`config.mk`:
```
export PLATFORM = sky130hd
export DESIGN_NAME = regfile_write_arbiter
export DESIGN_NICKNAME = d
export VERILOG_FILES = /design/src/rtl/regfile_write_arbiter.sv
export SDC_FILE = /design/constraint.sdc
export NUM_CORES = 1
export LEC_CHECK = 0
export CAP_MARGIN = 20
export CORE_MARGIN = 10
export CORE_UTILIZATION = 38
export CTS_BUF_LIST = sky130_fd_sc_hd__clkbuf_8
export DETAILED_ROUTE_END_ITERATION = 10
export GPL_TIMING_DRIVEN = 0
export PLACE_DENSITY = 0.78
export SLEW_MARGIN = 25
export SYNTH_ARGS = -nofsm -noshare
export SYNTH_HDL_FRONTEND = slang
export SYNTH_SLANG_ARGS = --single-unit
```
`constraint.sdc`:
```
create_clock -name Clk -period 1.9 [get_ports Clk]
set_input_delay 0.38 -clock Clk [delete_from_list [all_inputs] [get_ports Clk]]
set_output_delay 0.38 -clock Clk [all_outputs]
set_load 0.01 [all_outputs]
```
`src/rtl/regfile_write_arbiter.sv`:
```
// Two-requester writeback arbiter for the 32x32 register file write port, with a saturating conflict counter.
// Define REGARB_FIXED_PRIORITY_EN for fixed priority (A always wins); round-robin by default.
module regfile_write_arbiter (
  input  logic        Clk,
  input  logic        Reset,
  input  logic        ReqValidA,
  input  logic [4:0]  ReqRegA,
  input  logic [31:0] ReqDataA,
  output logic        ReqReadyA,
  input  logic        ReqValidB,
  input  logic [4:0]  ReqRegB,
  input  logic [31:0] ReqDataB,
  output logic        ReqReadyB,
  output logic        RegWrite,
  output logic [4:0]  WriteRegister,
  output logic [31:0] WriteData,
  output logic [15:0] ConflictCount
);

  logic        grant_a;
  logic        grant_b;
  logic        xfer;
  logic [4:0]  sel_reg;
  logic [31:0] sel_data;

`ifdef REGARB_FIXED_PRIORITY_EN
  assign grant_a = ReqValidA;
  assign grant_b = ReqValidB & ~ReqValidA;
`else
  // pri_reg: 0 favours A, 1 favours B; flips to the other side after each transfer.
  logic pri_reg;

  assign grant_a = ReqValidA & (~ReqValidB | ~pri_reg);
  assign grant_b = ReqValidB & (~ReqValidA | pri_reg);

  always_ff @(posedge Clk or posedge Reset) begin
    if (Reset) begin
      pri_reg <= 1'b0;
    end else if (grant_a) begin
      pri_reg <= 1'b1;
    end else if (grant_b) begin
      pri_reg <= 1'b0;
    end
  end
`endif

  // Readies are masked while reset is held so no handshake completes during reset.
  assign ReqReadyA = grant_a & ~Reset;
  assign ReqReadyB = grant_b & ~Reset;

  assign xfer     = grant_a | grant_b;
  assign sel_reg  = grant_a ? ReqRegA : ReqRegB;
  assign sel_data = grant_a ? ReqDataA : ReqDataB;

  always_ff @(posedge Clk or posedge Reset) begin
    if (Reset) begin
      RegWrite      <= 1'b0;
      WriteRegister <= 5'd0;
      WriteData     <= 32'd0;
    end else begin
      RegWrite <= xfer && (sel_reg != 5'd0);
      // Writes to register 0 still handshake but leave the address/data stage untouched.
      if (xfer && (sel_reg != 5'd0)) begin
        WriteRegister <= sel_reg;
        WriteData     <= sel_data;
      end
    end
  end

  always_ff @(posedge Clk or posedge Reset) begin
    if (Reset) begin
      ConflictCount <= 16'd0;
    end else if (ReqValidA && ReqValidB && (ConflictCount != 16'hFFFF)) begin
      ConflictCount <= ConflictCount + 16'd1;
    end
  end

endmodule

```
Yosys cells after proc, flatten, opt, wreduce, memory -nomap -nowiden
Cells that the tools add are included.

word-level totals
  register bits = 55
  latch bits = 0
  bits in writable memories = 0
  bits in read-only memories = 0
  input bits = 78
  output and inout port bits = 56
  memories kept = 0

operators by class
  $add $sub $neg = 1
  multipliers = 0
  div/mod/pow operators = 0
  magnitude comparators = 0
  eq/ne operators = 1
  shift operators = 0
  muxes and demuxes = 4
  bitwise gates (word level) = 11
  reductions and logical operators = 5

operators by type and width
  operator                 number
  $mux W32                 1
  $add A16 B1 Y16 const B  1
  $ne A16 B16 Y1 const B   1
  $mux W5                  1
  $reduce_bool A5 Y1       1
  $and A1 B1 Y1            4
  $not A1 Y1               4
  $logic_and A1 B1 Y1      3
  $or A1 B1 Y1             3
  $mux W1                  2
  $reduce_bool A2 Y1       1

Logic depth before layout (Yosys ltp)
  word-level depth = 6
  depth in mapped cells = 8
  mapped depth without buffers = 5

Worst setup path before layout
No wires, ideal clock.

  kind = input to register
  from = input port ReqValidB
  to = register WriteData[10]
  setup time = 0.125 ns
  arrival = 1.917 ns
  data required time = 1.775 ns
  slack = -0.142 ns
  stages = 7
  path buffers = 3
  cell sequence = buf_2 -> a21bo_2 -> buf_2 -> mux2_4 -> a21oi_4 -> buf_6 -> mux2_2

between the ends
  cells in the longest elaborated chain, start to end = 6
  elaborated cells on any way between the ends = 9
  those cells by class = mux: 2; bitwise: 5; reduce/logical: 2

ends and longest elaborated chain
  what                  RTL line  RTL
  start, declared       10        input logic ReqValidB,
  $not A1 Y1            33        assign grant_a = ReqValidA & (~ReqValidB | ~pri_reg);
  $or A1 B1 Y1          33
  $and A1 B1 Y1         33
  $mux W5               52        assign sel_reg = grant_a ? ReqRegA : ReqRegB;
  $reduce_bool A5 Y1    63        if (xfer && (sel_reg != 5'd0)) begin
  $logic_and A1 B1 Y1   63
  end signal, assigned  65        WriteData <= sel_data;
  end, declared         16        output logic [31:0] WriteData,

Several ways; a longest one is shown, not always the timed one.
A chain may end at the register's enable or synchronous reset.

Final worst setup path
  from = input port ReqRegA[2]
  to = register WriteData[24]

between the ends
  cells in the longest elaborated chain, start to end = 3

ends and longest elaborated chain
  what                 RTL line  RTL
  start, declared      7         input logic [4:0] ReqRegA,
  $mux W5              52
  $reduce_bool A5 Y1   63
  $logic_and A1 B1 Y1  63

Every way passes these cells.

==> flow_metrics.tcl <==
set metrics [dict create \
    h-tree-depth 2 \
    setup_viol 5 \
    drt_pass1_iterations 4 \
    clkLatencyLatePin_ns 0.30 \
    yosys.cell_types.count 39 \
    area_growth_pct 67.2 \
    grt_start_max_net_pins 30 \
    ys.flop_type "dfrtp_1" \
    synth.most_common_cell "nand2_1" \
    ys_warn_count 0 \
    synth_area_leaders "dfrtp_1 49%, nand2_1 14%, mux2_2 13%" \
    clock_skew_ns 0.00737 \
    via_per_inst 4.93 \
    drc 0 \
    fin_cells 538 \
    dp.cells 524 \
    setup_ws_ns -0.0219 \
    total_leakage_power_nw 2.18 \
    cp-end-kind "flip-flop" \
    wire_per_inst_um 17.2 \
    pre_cts_ws_ns -0.882 \
    crit_end "WriteData[24]" \
    cts_tree "done" \
    largest_reg_flops 32 \
    fin_crit_ns 1.92 \
    dieArea_mm2 0.0112 \
    ios 134 \
    ff2ff_setup_slack_ns -0.02 \
    multi_input_area_mm2 0.00147 \
    regMostFlops "WriteData" \
    drtAntennaViolNets 0 \
    cts.clk_slew.worst_paths_ns 0.09 \
    cts_num_sinks 55 \
    routed_wl_mm 9.26 \
    worst_pin_slew_ns 0.655 \
    antenna_found_initial 0 \
    vias 2650 \
    design_area_mm2 0.00469 \
    timing.hold.ws_ns 0.383 \
    start_util_pct 38.8 \
    diodes 0 \
    rsz0062_at_grt "true" \
    ir_worst_vdd_uv 601 \
    worstSetupPathType "primary input to flip-flop" \
    grt_pass1_wl_mm 14.9 \
    violations "negative setup slack" \
    ctsLongestPathBuffers 2 \
    fp-row-count 31 \
    fill_cells 601 \
    place_congestion 0.824 \
    nets 518 \
    cp-startpoint "ReqRegA[2]" \
    hold_path_class "primary input to flip-flop" \
    crit_arrival_ns 2.11 \
    synth_top_area_cell "dfrtp_1" \
    portBuffers 132 \
    die_y_um 106 \
    die_x_um 106 \
    seqCellArea_mm2 0.00138 \
    drive_gt1_share_pct 16.4 \
    status "finished, violations left" \
    ctsHoldBuffers 0 \
    yosys-top-cells-count "106 x nand2_1, 55 x dfrtp_1, 32 x mux2_2" \
    ys_seq_elements 55 \
    dpl.hpwl_mm 7.09 \
    slew_viol_final 0 \
    dpl-instance-area_mm2 0.00434 \
    total_power_mw 3.49 \
    syn_area_mm2 0.00280 \
    r2r-end "WriteData[24]" \
    cts-root-buf "clkbuf_8" \
    grt.total_usage_pct 16.2 \
    min_period_over_period_pct 101 \
    cellPowerDensity_mw_per_mm2 744 \
    avgSynthCellArea_um2 9.60 \
    grt_pass1_vias 2809 \
    max-cap-violations 0 \
    startpoint_type "primary input" \
    syn_nets 371 \
    reg_top3 "WriteData: 32 flops, ConflictCount: 16 flops, WriteRegister: 5 flops" \
    path_max_fanout 5 \
    final_hold_viol_count 0 \
    synth_top_area_share_pct 49.1 \
    slew_headroom_pct 56.2 \
    globalRouteOverflowTotal 0 \
    reg2reg_from "pri_reg" \
    async_reset_ff_share_pct 100 \
    synth_edf_count 0 \
    r2r_cells 7 \
    syn-instance-count 292 \
    synth_seq_area_share_pct 49.1 \
    crit_required_ns 2.09 \
    cts_buffers 5 \
    drtIter0Drc 63 \
    coreArea_mm2 0.00721 \
    clock.fmax_mhz 520 \
]
## metal layers
metal	vias to the layer above	part of all wire [%]	GRT usage (%)
met4	0	0.68	2.51
met2	94	51	28.8
li1	1284	-	-
met1	1265	41	19.0
met5	-	0	0
met3	7	7.6	4.87
## worst min-delay path by stage
stage                     slack [ns]  depth (start not counted)          endpoint           from
after floorplan                 0.50                          1           pri_reg        pri_reg
after global placement          0.47                          1      WriteData[5]   WriteData[5]
after detailed placement        0.47                          1     WriteData[25]  WriteData[25]
after CTS                       0.38                          3  ConflictCount[2]      ReqValidB
after global routing            0.38                          3  ConflictCount[2]      ReqValidB
final                           0.38                          3  ConflictCount[2]      ReqValidB
## power by group
| group | leakage, nW | internal, mW | switching [mW] | total, mW |
|---|---|---|---|---|
| Clock | 0.0502 | 0.386 | 0.368 | 0.753 |
| Combinational | 1.45 | 0.759 | 0.487 | 1.25 |
| Sequential | 0.677 | 1.35 | 0.140 | 1.49 |
| Total | 2.18 | 2.49 | 0.995 | 3.49 |
## layout make-up
class                           count  share of cell area (%)
Tap cell                           99                    2.64
Timing Repair Buffer              142                    31.6
Sequential cell                    55                    29.4
Buffer                             11                    2.22
Clock buffer                        5                    1.47
Clock inverter                      2                   0.801
Multi-Input combinational cell    219                    31.4
Inverter                            5                   0.454
## worst max-delay path, stage by stage
cell,delay (ns)
clkdlybuf4s50_1,0.45
nor4_2,0.29
mux2_4,0.21
a21oi_4,0.06
buf_12,0.18
buf_12,0.12
buf_12,0.13
mux2_4,0.29
## layout by cell type (no fill, tap or decap), types with 2 or more instances in the layout
cell,count
a21oi_1,3
a31oi_1,4
and3_1,2
buf_12,4
buf_4,4
buf_8,3
clkbuf_1,4
clkbuf_2,2
clkbuf_8,6
clkdlybuf4s50_1,126
dfrtp_1,55
dlygate4sd2_1,2
dlymetal6s2s_1,2
inv_1,4
mux2_1,3
mux2_2,10
mux2_4,26
mux2i_1,4
nand2_1,106
nand3_1,6
nand4_1,7
nor2_1,7
nor3_1,8
o21ai_0,4
xnor2_1,4
xor2_1,2
## through the flow
step           TNS [ns]  util, %
2_1_floorplan     -1.30        -
3_3_place_gp     -80.15     59.8
3_5_place_dp     -28.14     60.1
4_1_cts          -0.178     64.6
5_1_grt          -0.466     65.0
6_report        -0.0527     65.0
## timing repair
| item | 4_1_cts | 5_1_grt |
|---|---|---|
| pin swaps | 5 | 4 |
| resized for setup | 33 | 11 |
| buffers inserted | 7 | 0 |
| setup endpoints to repair | 49 | 26 |
| cloned | 2 | 0 |
## cell families after synthesis
family          after synthesis  share of synthesized area [%]
flops                        55                           49.1
compound gates               22                           5.45
buf+inv                      18                           3.30
xor+xnor                      6                           1.87
fa+ha+maj                     1                          0.446
mux                          44                           17.7
simple gates                146                           22.1
No activity file was read; power rests on OpenSTA's default activity.
